### src/rtl/age_issue_queue.sv
// age_issue_queue: four-entry age-ordered issue buffer presenting the oldest ready entry
module age_issue_queue #(
  parameter int DEPTH = 4,
  parameter int DATA_W = 32,
  parameter int IDX_W = $clog2(DEPTH)
) (
  input  logic              clk,
  input  logic              rst_n,
  input  logic              flush,
  input  logic              enq_valid,
  output logic              enq_ready,
  input  logic [DATA_W-1:0] enq_data,
  input  logic              enq_rdy_init,
  input  logic              wake_valid,
  input  logic [IDX_W-1:0]  wake_idx,
  output logic              iss_valid,
  input  logic              iss_ready,
  output logic [DATA_W-1:0] iss_data,
  output logic [IDX_W-1:0]  iss_idx,
  output logic [IDX_W:0]    count
);
  logic [DEPTH-1:0] valid, rdy;
  logic [IDX_W-1:0] age [DEPTH];
  logic [DATA_W-1:0] data [DEPTH];
  logic found, fire_iss, fire_enq;
  logic [IDX_W-1:0] sel, sel_age, enq_idx;
  always_comb begin
    found = 1'b0;
    sel = '0;
    sel_age = '0;
    enq_idx = '0;
    count = '0;
    for (int i = DEPTH - 1; i >= 0; i--) begin
      if (valid[i] && rdy[i] && (!found || age[i] > sel_age)) begin
        found = 1'b1;
        sel = IDX_W'(i);
        sel_age = age[i];
      end
      if (!valid[i]) enq_idx = IDX_W'(i);
      count = count + (IDX_W+1)'(valid[i]);
    end
  end
  assign enq_ready = count < (IDX_W+1)'(DEPTH);
  assign iss_valid = found;
  assign iss_idx = sel;
  assign iss_data = found ? data[sel] : '0;
  assign fire_iss = found & iss_ready;
  assign fire_enq = enq_valid & enq_ready;
  always_ff @(posedge clk or negedge rst_n) begin
    if (!rst_n) begin
      valid <= '0;
      rdy <= '0;
      for (int i = 0; i < DEPTH; i++) begin
        age[i] <= '0;
        data[i] <= '0;
      end
    end else if (flush) begin
      valid <= '0;
      rdy <= '0;
      for (int i = 0; i < DEPTH; i++) age[i] <= '0;
    end else begin
      for (int i = 0; i < DEPTH; i++) begin
        if (fire_enq && enq_idx == IDX_W'(i)) begin
          valid[i] <= 1'b1;
          rdy[i] <= enq_rdy_init;
          age[i] <= '0;
          data[i] <= enq_data;
        end else if (fire_iss && sel == IDX_W'(i)) begin
          valid[i] <= 1'b0;
          rdy[i] <= 1'b0;
        end else if (valid[i]) begin
          // entries older than the issued one keep their age across a simultaneous enqueue
          age[i] <= age[i] - IDX_W'(fire_iss && age[i] > sel_age) + IDX_W'(fire_enq);
          if (wake_valid && wake_idx == IDX_W'(i)) rdy[i] <= 1'b1;
        end
      end
    end
  end
endmodule
### config.mk
export PLATFORM = sky130hd
export DESIGN_NAME = age_issue_queue
export DESIGN_NICKNAME = d
export VERILOG_FILES = /design/src/rtl/age_issue_queue.sv
export SDC_FILE = /design/constraint.sdc
export NUM_CORES = 1
export LEC_CHECK = 0
export BUFFER_PORTS_ARGS = -buffer_cell sky130_fd_sc_hd__buf_2
export CAP_MARGIN = 40
export CORE_MARGIN = 1
export CORE_UTILIZATION = 50
export DETAILED_ROUTE_END_ITERATION = 10
export HOLD_SLACK_MARGIN = 0.12
export PLACE_DENSITY = 0.7
export SYNTH_ARGS = -nofsm -noshare
export SYNTH_HDL_FRONTEND = slang
export SYNTH_SLANG_ARGS = --single-unit
### constraint.sdc
create_clock -name clk -period 7.5 [get_ports clk]
set_input_delay 0.375 -clock clk [delete_from_list [all_inputs] [get_ports clk]]
set_output_delay 0.375 -clock clk [all_outputs]
set_load 0.02 [all_outputs]
==> flow_results.xml <==
<?xml version="1.0" encoding="UTF-8"?>
<metrics>
  <group name="detailed_routing">
    <metric name="drt-pass1-iter-count" unit="">4</metric>
    <metric name="m1WireLength" unit="um">7415</metric>
    <metric name="wl_met2" unit="um">8016</metric>
    <metric name="vias" unit="">4887</metric>
    <metric name="route.final.wire_length" unit="um">16340</metric>
    <metric name="wl_per_cell" unit="um">19.36</metric>
    <metric name="detail-route-antenna-nets" unit="">0</metric>
    <metric name="route.top_layer_used" unit="">met4</metric>
    <metric name="avgViaCountPerCell" unit="">5.790</metric>
    <metric name="route.met3.wl" unit="um">646</metric>
    <metric name="drt_first_iter_violations" unit="">206</metric>
    <metric name="remaining_drc_errors" unit="">0</metric>
  </group>
  <group name="grt">
    <metric name="grt_util_all_layers" unit="%">23.91</metric>
    <metric name="gr-total-overflow" unit="">0</metric>
    <metric name="maximum_number_of_pins_on_one_net_before_global_route_repair" unit="">83</metric>
    <metric name="grt_pass1_vias" unit="">5140</metric>
    <metric name="wire_length_of_the_first_global_routing_pass" unit="um">26850</metric>
    <metric name="grt_antenna_before_repair" unit="">0</metric>
  </group>
  <group name="hold_path">
    <metric name="worstHoldEndpoint" unit="">data[27]</metric>
    <metric name="holdPathStages" unit="">2</metric>
    <metric name="hold_class" unit="">in -&gt; reg</metric>
    <metric name="launch_instance_of_the_worst_min_delay_path" unit="">enq_data[27]</metric>
  </group>
  <group name="placed_design">
    <metric name="io_buffer_count" unit="">79</metric>
    <metric name="dp.final_hpwl" unit="um">10530</metric>
    <metric name="place_congestion" unit="">0.8664</metric>
  </group>
  <group name="run_status">
    <metric name="status" unit="">finished, final reports clean</metric>
  </group>
  <group name="floorplanning">
    <metric name="coreArea" unit="mm^2">0.01404</metric>
    <metric name="io_pins" unit="">80</metric>
    <metric name="floorplan.die_area" unit="mm^2">0.01504</metric>
    <metric name="fp.dieW" unit="um">122.6</metric>
    <metric name="die-height" unit="um">122.6</metric>
    <metric name="initial_utilization" unit="%">51.82</metric>
    <metric name="core.rowCount" unit="">43</metric>
  </group>
  <group name="yosys">
    <metric name="post_synth_num_cell_types" unit="">60</metric>
    <metric name="synth_flop_cell" unit="">sky130_fd_sc_hd__dfrtp_1</metric>
    <metric name="syn_nets" unit="">640</metric>
    <metric name="synth_seq_area_share" unit="%">49.52</metric>
    <metric name="number_of_enable_type_register_cells_in_the_synthesized_netlist" unit="">0</metric>
    <metric name="synth_top_area_cells" unit="">sky130_fd_sc_hd__dfrtp_1 (50%), sky130_fd_sc_hd__mux2_2 (19%), sky130_fd_sc_hd__mux2i_1 (5.0%), sky130_fd_sc_hd__ha_1 (4.1%), sky130_fd_sc_hd__a22oi_1 (3.5%)</metric>
    <metric name="synth-async-reset-ratio" unit="%">100.0</metric>
    <metric name="synth.cell_area" unit="mm^2">0.007277</metric>
    <metric name="synth_top_area_share" unit="%">49.52</metric>
    <metric name="postSynthRegisterBits" unit="">144</metric>
    <metric name="syn_avg_cell_area" unit="um^2">12.68</metric>
    <metric name="yosysTopAreaCell" unit="">sky130_fd_sc_hd__dfrtp_1</metric>
    <metric name="gate_count_of_the_mapped_netlist" unit="">574</metric>
    <metric name="yosysWarnings" unit="">0</metric>
  </group>
  <group name="sta">
    <metric name="final_period_utilization" unit="%">89.02</metric>
    <metric name="timing_worst_slew_pin_value" unit="ps">791.9</metric>
    <metric name="timing.clock.skew" unit="ps">10.53</metric>
    <metric name="final_hold_viol_count" unit="">0</metric>
    <metric name="pins_over_their_slew_limit" unit="">0</metric>
    <metric name="max_clock_freq" unit="MHz">149.8</metric>
    <metric name="fin_worst_hold_slack" unit="ps">215.6</metric>
    <metric name="final_period_minus_worst_setup_slack" unit="ps">6676</metric>
    <metric name="tns" unit="ps">0</metric>
    <metric name="rsz0062_at_grt" unit="">false</metric>
    <metric name="timing.max_slew.rel_slack" unit="%">47.21</metric>
    <metric name="setup-violations-final" unit="">0</metric>
  </group>
  <group name="power_and_ir_drop">
    <metric name="cellPowerDensity" unit="mW/mm^2">239.9</metric>
    <metric name="p_total" unit="mW">2.022</metric>
    <metric name="leakagePower" unit="nW">3.836</metric>
    <metric name="worst_ir_drop_vdd" unit="mV">0.1334</metric>
  </group>
  <group name="cells_and_area">
    <metric name="multiInputGateArea" unit="mm^2">0.003423</metric>
    <metric name="mostFrequentLayoutCells" unit="">sky130_fd_sc_hd__dfrtp_1 (144), sky130_fd_sc_hd__mux2_2 (126), sky130_fd_sc_hd__buf_2 (78)</metric>
    <metric name="fillers" unit="">1130</metric>
    <metric name="finalNetCount" unit="">717</metric>
    <metric name="num_antenna_cells" unit="">0</metric>
    <metric name="mostFrequentLayoutCell" unit="">sky130_fd_sc_hd__dfrtp_1</metric>
    <metric name="drive_gt1_share" unit="%">40.36</metric>
    <metric name="area_growth_syn_to_layout" unit="%">15.87</metric>
    <metric name="final-seq-area" unit="mm^2">0.003603</metric>
  </group>
  <group name="clock_tree">
    <metric name="cts-root-buf" unit="">sky130_fd_sc_hd__clkbuf_16</metric>
    <metric name="cts_max_level" unit="">4</metric>
    <metric name="numCtsBuffers" unit="">17</metric>
    <metric name="worstSkewPairLatency" unit="ps">430</metric>
    <metric name="cts.path.max_buffers" unit="">2</metric>
    <metric name="cts_num_sinks" unit="">144</metric>
    <metric name="clock_tree_from_tritoncts" unit="">done</metric>
    <metric name="clock_slew_at_the_register_clock_pins_of_the_worst_setup_and_hold_paths" unit="ps">60</metric>
  </group>
  <group name="critical_path">
    <metric name="ff2ff_path_depth" unit="">27</metric>
    <metric name="timing.critical_path.arrival" unit="ps">7010</metric>
    <metric name="crit_type" unit="">reg -&gt; reg</metric>
    <metric name="regToRegEndpoint" unit="">age[5]</metric>
    <metric name="cp_data_required_time" unit="ps">7830</metric>
    <metric name="worst-path-max-fanout" unit="">15</metric>
    <metric name="ff2ff_setup_slack" unit="ps">820</metric>
    <metric name="start_kind" unit="">flop</metric>
    <metric name="timing.rr.start" unit="">valid[3]</metric>
    <metric name="worstSetupEndpointType" unit="">flop</metric>
  </group>
  <group name="flow_run">
    <metric name="drv_cap" unit="">0</metric>
  </group>
</metrics>
[per-stage QoR]
stage / cell area (um^2) / setup slack [ps] / std cells / util (%)
floorplan: 7277 / 1356 / 574 / -
global placement: 7777 / 1005 / 809 / 55.39
detailed placement: 7833 / 843.3 / 811 / 55.78
CTS: 8432 / 792.3 / 844 / 60.05
global route: 8432 / 201.3 / 844 / 60.05
finish: 8432 / 823.8 / 844 / 60.05
[metal layers]
metal | vias up | track usage (%)
li1 | 2263 | -
met1 | 2515 | 31.11
met2 | 91 | 39.04
met3 | 18 | 4.833
met4 | 0 | 9.604
met5 | - | 0
[how the worst max path moves through the flow]
stage | startpoint | to | depth (start not counted)
after floorplan | valid[3] | age[5] | 33
after global placement | valid[3] | age[5] | 28
after detailed placement | valid[3] | age[5] | 27
after CTS | valid[3] | age[5] | 27
after global routing | valid[3] | age[5] | 27
final | valid[3] | age[5] | 27
[synthesized netlist by cell type (all sizes together) (3+ instances only)]
cell and instances:
a31oi 3, xor2 3, a211oi 7, o21ai 39
mux2i 36, nand2 27, nor2b 4, o31ai 3
clkbuf 6, buf 26, inv 17, a22oi 34
o311ai 5, dfrtp 144, nand2b 3, mux2 129
or3 5, a21oi 14, ha 24, nor2 12
nand3 3
[power breakdown]
part	total [mW]	internal, mW	switching (mW)
clock network	0.832	0.506	0.327
registers	0.961	0.897	0.0640
logic	0.229	0.126	0.103
[worst max-delay path, stage by stage, from the launching register on]
cell                       delay [ps]
sky130_fd_sc_hd__dfrtp_1          580
sky130_fd_sc_hd__and2_4           240
sky130_fd_sc_hd__nand2_1           60
sky130_fd_sc_hd__ha_1             290
sky130_fd_sc_hd__nor2b_1          150
sky130_fd_sc_hd__o21a_1           230
sky130_fd_sc_hd__o21a_1           200
sky130_fd_sc_hd__a22oi_1          190
sky130_fd_sc_hd__ha_1             270
sky130_fd_sc_hd__nor2b_1          140
sky130_fd_sc_hd__o21ai_2          390
sky130_fd_sc_hd__a21o_1           220
sky130_fd_sc_hd__nor2_1            60
sky130_fd_sc_hd__or2_2            280
sky130_fd_sc_hd__ha_1             280
sky130_fd_sc_hd__nor2b_1          170
sky130_fd_sc_hd__o21ai_1          190
sky130_fd_sc_hd__a21oi_4          480
sky130_fd_sc_hd__mux2_2           440
sky130_fd_sc_hd__ha_1             280
sky130_fd_sc_hd__a211oi_1         240
sky130_fd_sc_hd__ha_1             260
sky130_fd_sc_hd__inv_1             60
sky130_fd_sc_hd__ha_1             150
sky130_fd_sc_hd__xor2_1           150
sky130_fd_sc_hd__nand2_1           80
sky130_fd_sc_hd__or3_1            320
sky130_fd_sc_hd__a21boi_0         190
[cell families after synthesis]
kind of cell,share of synthesized area [%]
flops,49.52
simple gates,4.849
mux,24.91
xor+xnor,0.4815
fa+ha+maj,4.402
compound gates,11.81
buf+inv,4.023
[area by class of cell]
type                       count  area share [%]
tap                          180           2.671
sequential                   144           42.74
clock inverter                13           1.617
clock buffer                  19           5.372
timing repair buffer          90           6.247
multi-input combinational    381           40.60
inverter                      17          0.7568
[sequential cells by signal, summed over array words and instances (netlist names)]
register  count
valid         4
data        128
age           8
rdy           4
[timing repair]
action,4_1_cts,5_1_grt
setup buffers,0,0
hold endpoints to repair,81,0
gates resized for setup,0,0
hold buffers,1,0
endpoints found under the setup margin,0,0
(Power assumes the default switching activity.)
